--- src/rtl/regfile_v3_pkg.sv ---
// regfile_v3_pkg: shared default sizes and zero-register index for regfile_v3
package regfile_v3_pkg;
  localparam int DEF_DATA_W = 32;
  localparam int DEF_ADDR_W = 5;
  localparam int DEF_NUM_RD = 2;
  localparam int ZERO_REG   = 0;
endpackage

--- src/rtl/regfile_v3_sb.sv ---
// regfile_v3_sb: per-register busy scoreboard (issue sets, write clears, issue wins)
// Ports: clk, rst (async, active-high), wr_en/wr_addr clear a bit,
//        iss_en/iss_addr set a bit, busy_vec registered busy bits.
module regfile_v3_sb
  import regfile_v3_pkg::*;
#(
  parameter int ADDR_W = DEF_ADDR_W
) (
  input  logic                 clk,
  input  logic                 rst,
  input  logic                 wr_en,
  input  logic [ADDR_W-1:0]    wr_addr,
  input  logic                 iss_en,
  input  logic [ADDR_W-1:0]    iss_addr,
  output logic [2**ADDR_W-1:0] busy_vec
);
  logic [2**ADDR_W-1:0] nxt;
  // Set is applied after clear so a same-cycle issue marks the new producer.
  always_comb begin
    nxt = busy_vec;
    if (wr_en) nxt[wr_addr] = 1'b0;
    if (iss_en) nxt[iss_addr] = 1'b1;
    nxt[ZERO_REG] = 1'b0;
  end
  always_ff @(posedge clk or posedge rst)
    if (rst) busy_vec <= '0;
    else busy_vec <= nxt;
endmodule

--- src/rtl/regfile_v3.sv ---
// regfile_v3: multi-read-port register file with a busy-bit scoreboard
// Ports: clk, rst (async, active-high); rd_addr/rd_data/rd_busy packed per read port;
//        wr_en/wr_addr/wr_data write port; iss_en/iss_addr mark a destination pending;
//        busy_vec registered scoreboard bits.
// Macro REGFILE_V3_BYPASS_EN: forward same-cycle write data and busy-clear to reads.
module regfile_v3
  import regfile_v3_pkg::*;
#(
  parameter int DATA_W = DEF_DATA_W,
  parameter int ADDR_W = DEF_ADDR_W,
  parameter int NUM_RD = DEF_NUM_RD
) (
  input  logic                     clk,
  input  logic                     rst,
  input  logic [NUM_RD*ADDR_W-1:0] rd_addr,
  output logic [NUM_RD*DATA_W-1:0] rd_data,
  output logic [NUM_RD-1:0]        rd_busy,
  input  logic                     wr_en,
  input  logic [ADDR_W-1:0]        wr_addr,
  input  logic [DATA_W-1:0]        wr_data,
  input  logic                     iss_en,
  input  logic [ADDR_W-1:0]        iss_addr,
  output logic [2**ADDR_W-1:0]     busy_vec
);
  localparam int DEPTH = 2**ADDR_W;
  localparam logic [ADDR_W-1:0] ZERO = ADDR_W'(ZERO_REG);
  logic [DATA_W-1:0] regs [DEPTH];
  // Register 0 is reset to zero and never written, so it always reads 0.
  always_ff @(posedge clk or posedge rst)
    if (rst) for (int i = 0; i < DEPTH; i++) regs[i] <= '0;
    else if (wr_en && wr_addr != ZERO) regs[wr_addr] <= wr_data;
  regfile_v3_sb #(.ADDR_W(ADDR_W)) u_sb (
    .clk(clk),
    .rst(rst),
    .wr_en(wr_en),
    .wr_addr(wr_addr),
    .iss_en(iss_en),
    .iss_addr(iss_addr),
    .busy_vec(busy_vec)
  );
  for (genvar g = 0; g < NUM_RD; g++) begin : g_rd
    logic [ADDR_W-1:0] a;
    assign a = rd_addr[g*ADDR_W +: ADDR_W];
`ifdef REGFILE_V3_BYPASS_EN
    logic hit;
    // Forwarding is suppressed in reset so reads stay zero while rst is high.
    assign hit = wr_en && wr_addr == a && a != ZERO && !rst;
    assign rd_data[g*DATA_W +: DATA_W] = hit ? wr_data : regs[a];
    assign rd_busy[g] = hit ? (iss_en && iss_addr == a) : busy_vec[a];
`else
    assign rd_data[g*DATA_W +: DATA_W] = regs[a];
    assign rd_busy[g] = busy_vec[a];
`endif
  end
endmodule

--- config.mk ---
export PLATFORM = sky130hd
export DESIGN_NAME = regfile_v3
export DESIGN_NICKNAME = d
export VERILOG_FILES = /design/src/rtl/regfile_v3_pkg.sv /design/src/rtl/regfile_v3_sb.sv /design/src/rtl/regfile_v3.sv
export SDC_FILE = /design/constraint.sdc
export NUM_CORES = 2
export LEC_CHECK = 0
export ABC_CLOCK_PERIOD_IN_PS = 70400
export CAP_MARGIN = 20
export CORE_ASPECT_RATIO = 0.75
export CORE_MARGIN = 10
export CORE_UTILIZATION = 60
export DETAILED_ROUTE_END_ITERATION = 12
export PLACE_DENSITY = 0.78
export SLEW_MARGIN = 20
export SYNTH_ARGS = -nofsm -noshare
export SYNTH_HDL_FRONTEND = slang
export SYNTH_HIERARCHICAL = 1
export SYNTH_SLANG_ARGS = --single-unit
--- constraint.sdc ---
create_clock -name clk -period 70.4 [get_ports clk]
set_input_delay 17.6 -clock clk [delete_from_list [all_inputs] [get_ports clk]]
set_output_delay 17.6 -clock clk [all_outputs]
set_load 0.005 [all_outputs]
==> out/summary.txt <==
outcome -> finished clean
WHS -> 403 ps
fin crit period -> 40,490 ps
skew final -> 0 ps
initial drt markers -> 4,737
RD Place Congestion -> 0.848
Post-Syn Area -> 57,800 um^2
Mapped Cells -> 4,801
Core Util, Final -> 66.0%
Post-Layout Cell Count -> 5,989
worst min path class -> reg -> reg
Initial Utilization -> 60.6%
post-CTS sizing -> 0
syn_area_per_cell -> 12.0 um^2
Lkg Pwr -> 29.5 nW
final hold violation count -> 0
Post-DRT Antenna Nets -> 0
vias in the first global route -> 41,059
P_int -> 1.28 mW
placed cell areas -> 59,100 um^2
Top Usage Layer GRT -> met2
Total Power -> 1.79 mW
top_reg_cell synth -> dfrtp_1
Max-slew headroom -> 20.0%
Sw Share -> 28.3%
power share of the sequential group -> 45.5%
hpwl dp -> 94.5 mm
cts-stage hold buffer count -> 0
H-tree depth -> 3
register area share after synthesis -> 45.7%
ys async rst share -> 100%
Overflow after GRT -> 0
clock share of power -> 34.9%
syn_nets -> 4,857
first-pass GRT wire length -> 262 mm
Root Buffer -> clkbuf_16
Setup TNS Final -> 0 ps
drt drc -> 0
CP Class -> in -> out
met3 usage -> 5.82%
total CTS buffers -> 106
switching pwr -> 507 uW
number of enable flip-flop cells after synthesis -> 0
Area Overhead vs Synth -> 8.86%
Crit. End Element -> output port
fin area -> 62,900 um^2
die area -> 109,000 um^2
critical-path maximum fanout -> 100
RSZ-0062 raised after global routing -> no
Cell variety after synth -> 35
NumNets Final -> 4,709
total routed wirelength -> 174 mm
Via density -> 6.85
Final Max Tran Viols -> 0
worst path arrival time -> 22,890 ps
Clock Latency Late Sink -> 690 ps
post-synthesis register bit count -> 1,055
maxcap violations -> 0
Max Clock Freq -> 0.0247 GHz
Top-Level Pins -> 154
IO Port Bufs -> 152
Final Cycle Share -> 57.5%
YS warnings -> 6
Comb pwr share -> 19.6%
clock slew at reported path FFs -> 60 ps
DP Worst Slack -> 30,040 ps
met2 usage -> 47.3%
pwr dens -> 28.5 nW/um^2
peak supply drop -> 0.0270 mV
reg-to-reg slack, setup -> 69,560 ps
crit path launch type -> primary input
Rows -> 98
cell count after placement -> 5,793
antenna violations before repair -> 2
via count -> 41,024
core box area -> 95,400 um^2
share of layout cells above drive strength 1 -> 27.2%
largest net degree at the start of global routing -> 191
Die W -> 378 um
Post CTS Setup Buffer Count -> 0
Die H -> 289 um
DRT Pass-1 Iters -> 6
M1 GR Usage -> 44.0%
CTS Sinks -> 1,055
antenna cell count -> 0
CP required -> 52,800 ps
Finish-stage setup viols -> 0
Total GRT Usage -> 31.1%
detailed-route wire length per cell -> 29.0 um
CTS tree -> yes
Worst-Margin Slew -> 1200 ps
PnR worst setup slack -> 29,910 ps
deepest clock path buffer count -> 3
## cell type report
cell class / instances / area, um^2
Timing Repair Buffer: 232 / 2190
Inverter: 2 / 15.0
Multi-Input combinational cell: 3256 / 28900
Clock buffer: 136 / 3010
Sequential cell: 1055 / 26400
Clock inverter: 58 / 848
Tap cell: 1250 / 1560
Fill cell: 6922 / 32500
## metal layers
metal	routed length, um	share of wire (%)
met5	32	0.018
met4	6950	4.0
met3	15500	8.9
met2	77100	44
met1	74000	43
## cell usage in the layout, fill, tap and decap left out, types with 7 or more instances in the layout
master,instances
a22o_1,132
clkbuf_16,106
clkdlybuf4s50_1,143
bufinv_16,20
mux2_2,955
nand2_2,17
nor3_1,67
mux2i_1,1056
mux2_1,37
o21ai_1,62
a22oi_1,198
buf_2,7
nand3b_1,12
a31oi_1,66
a21oi_1,198
clkinv_2,26
clkbuf_8,24
buf_4,73
nand3_1,204
dfrtp_1,1055
nor2_4,18
nand2_1,200
## cell usage after synthesis, types with 66 or more instances
cell	n	area [um^2]
nand2_1	217	815
buf_2	124	621
dfrtp_1	1055	26400
mux2i_1	1056	10600
a31oi_1	66	413
buf_4	69	518
mux2_2	955	10800
nand3_1	204	1020
a21oi_1	198	991
nor3_1	67	335
a22oi_1	198	1490
a22o_1	132	1160
clkbuf_1	213	800
## cells by family after synthesis
kind of cell / share of synthesized area (%)
buffers and inverters: 4.50
AO/OA/AOI/OAI: 7.54
other: 0.00649
flip-flops: 45.7
AND/OR/NAND/NOR: 4.69
multiplexers: 37.6
## registers in the layout (all words and copies together), names as in the netlist
signal         count
u_sb/busy_vec     31
regs            1024
## power groups by stage
| stage | clock [mW] | sequential (mW) | combinational (mW) |
|---|---|---|---|
| floorplan | 0 | 0.797 | 0.264 |
| global placement | 0 | 0.813 | 0.336 |
| detailed placement | 0 | 0.821 | 0.348 |
| finish | 0.625 | 0.816 | 0.351 |
| CTS | 0.629 | 0.811 | 0.350 |
| global route | 0.655 | 0.829 | 0.382 |
## critical path, stage by stage
cell and delay [ps]:
buf_8 720, buf_4 960, buf_4 870, buf_4 960
mux2i_1 290, a22o_1 170, nor3_1 60, a31oi_1 310
nand3_1 180, clkdlybuf4s50_1 500
## path summary, 6_finish.rpt
check | startpoint | end | cells past startpoint
min | regs[1015] | regs[1015] | 0
max | rd_addr[6] | rd_data[47] | 10
max reg2reg | regs[363] | regs[363] | 1
min in group asynchronous | rst | u_sb/busy_vec[10] | 2
min reg2reg | regs[1015] | regs[1015] | 0
max in group asynchronous | rst | regs[115] | 6
(Power assumes the default switching activity.)
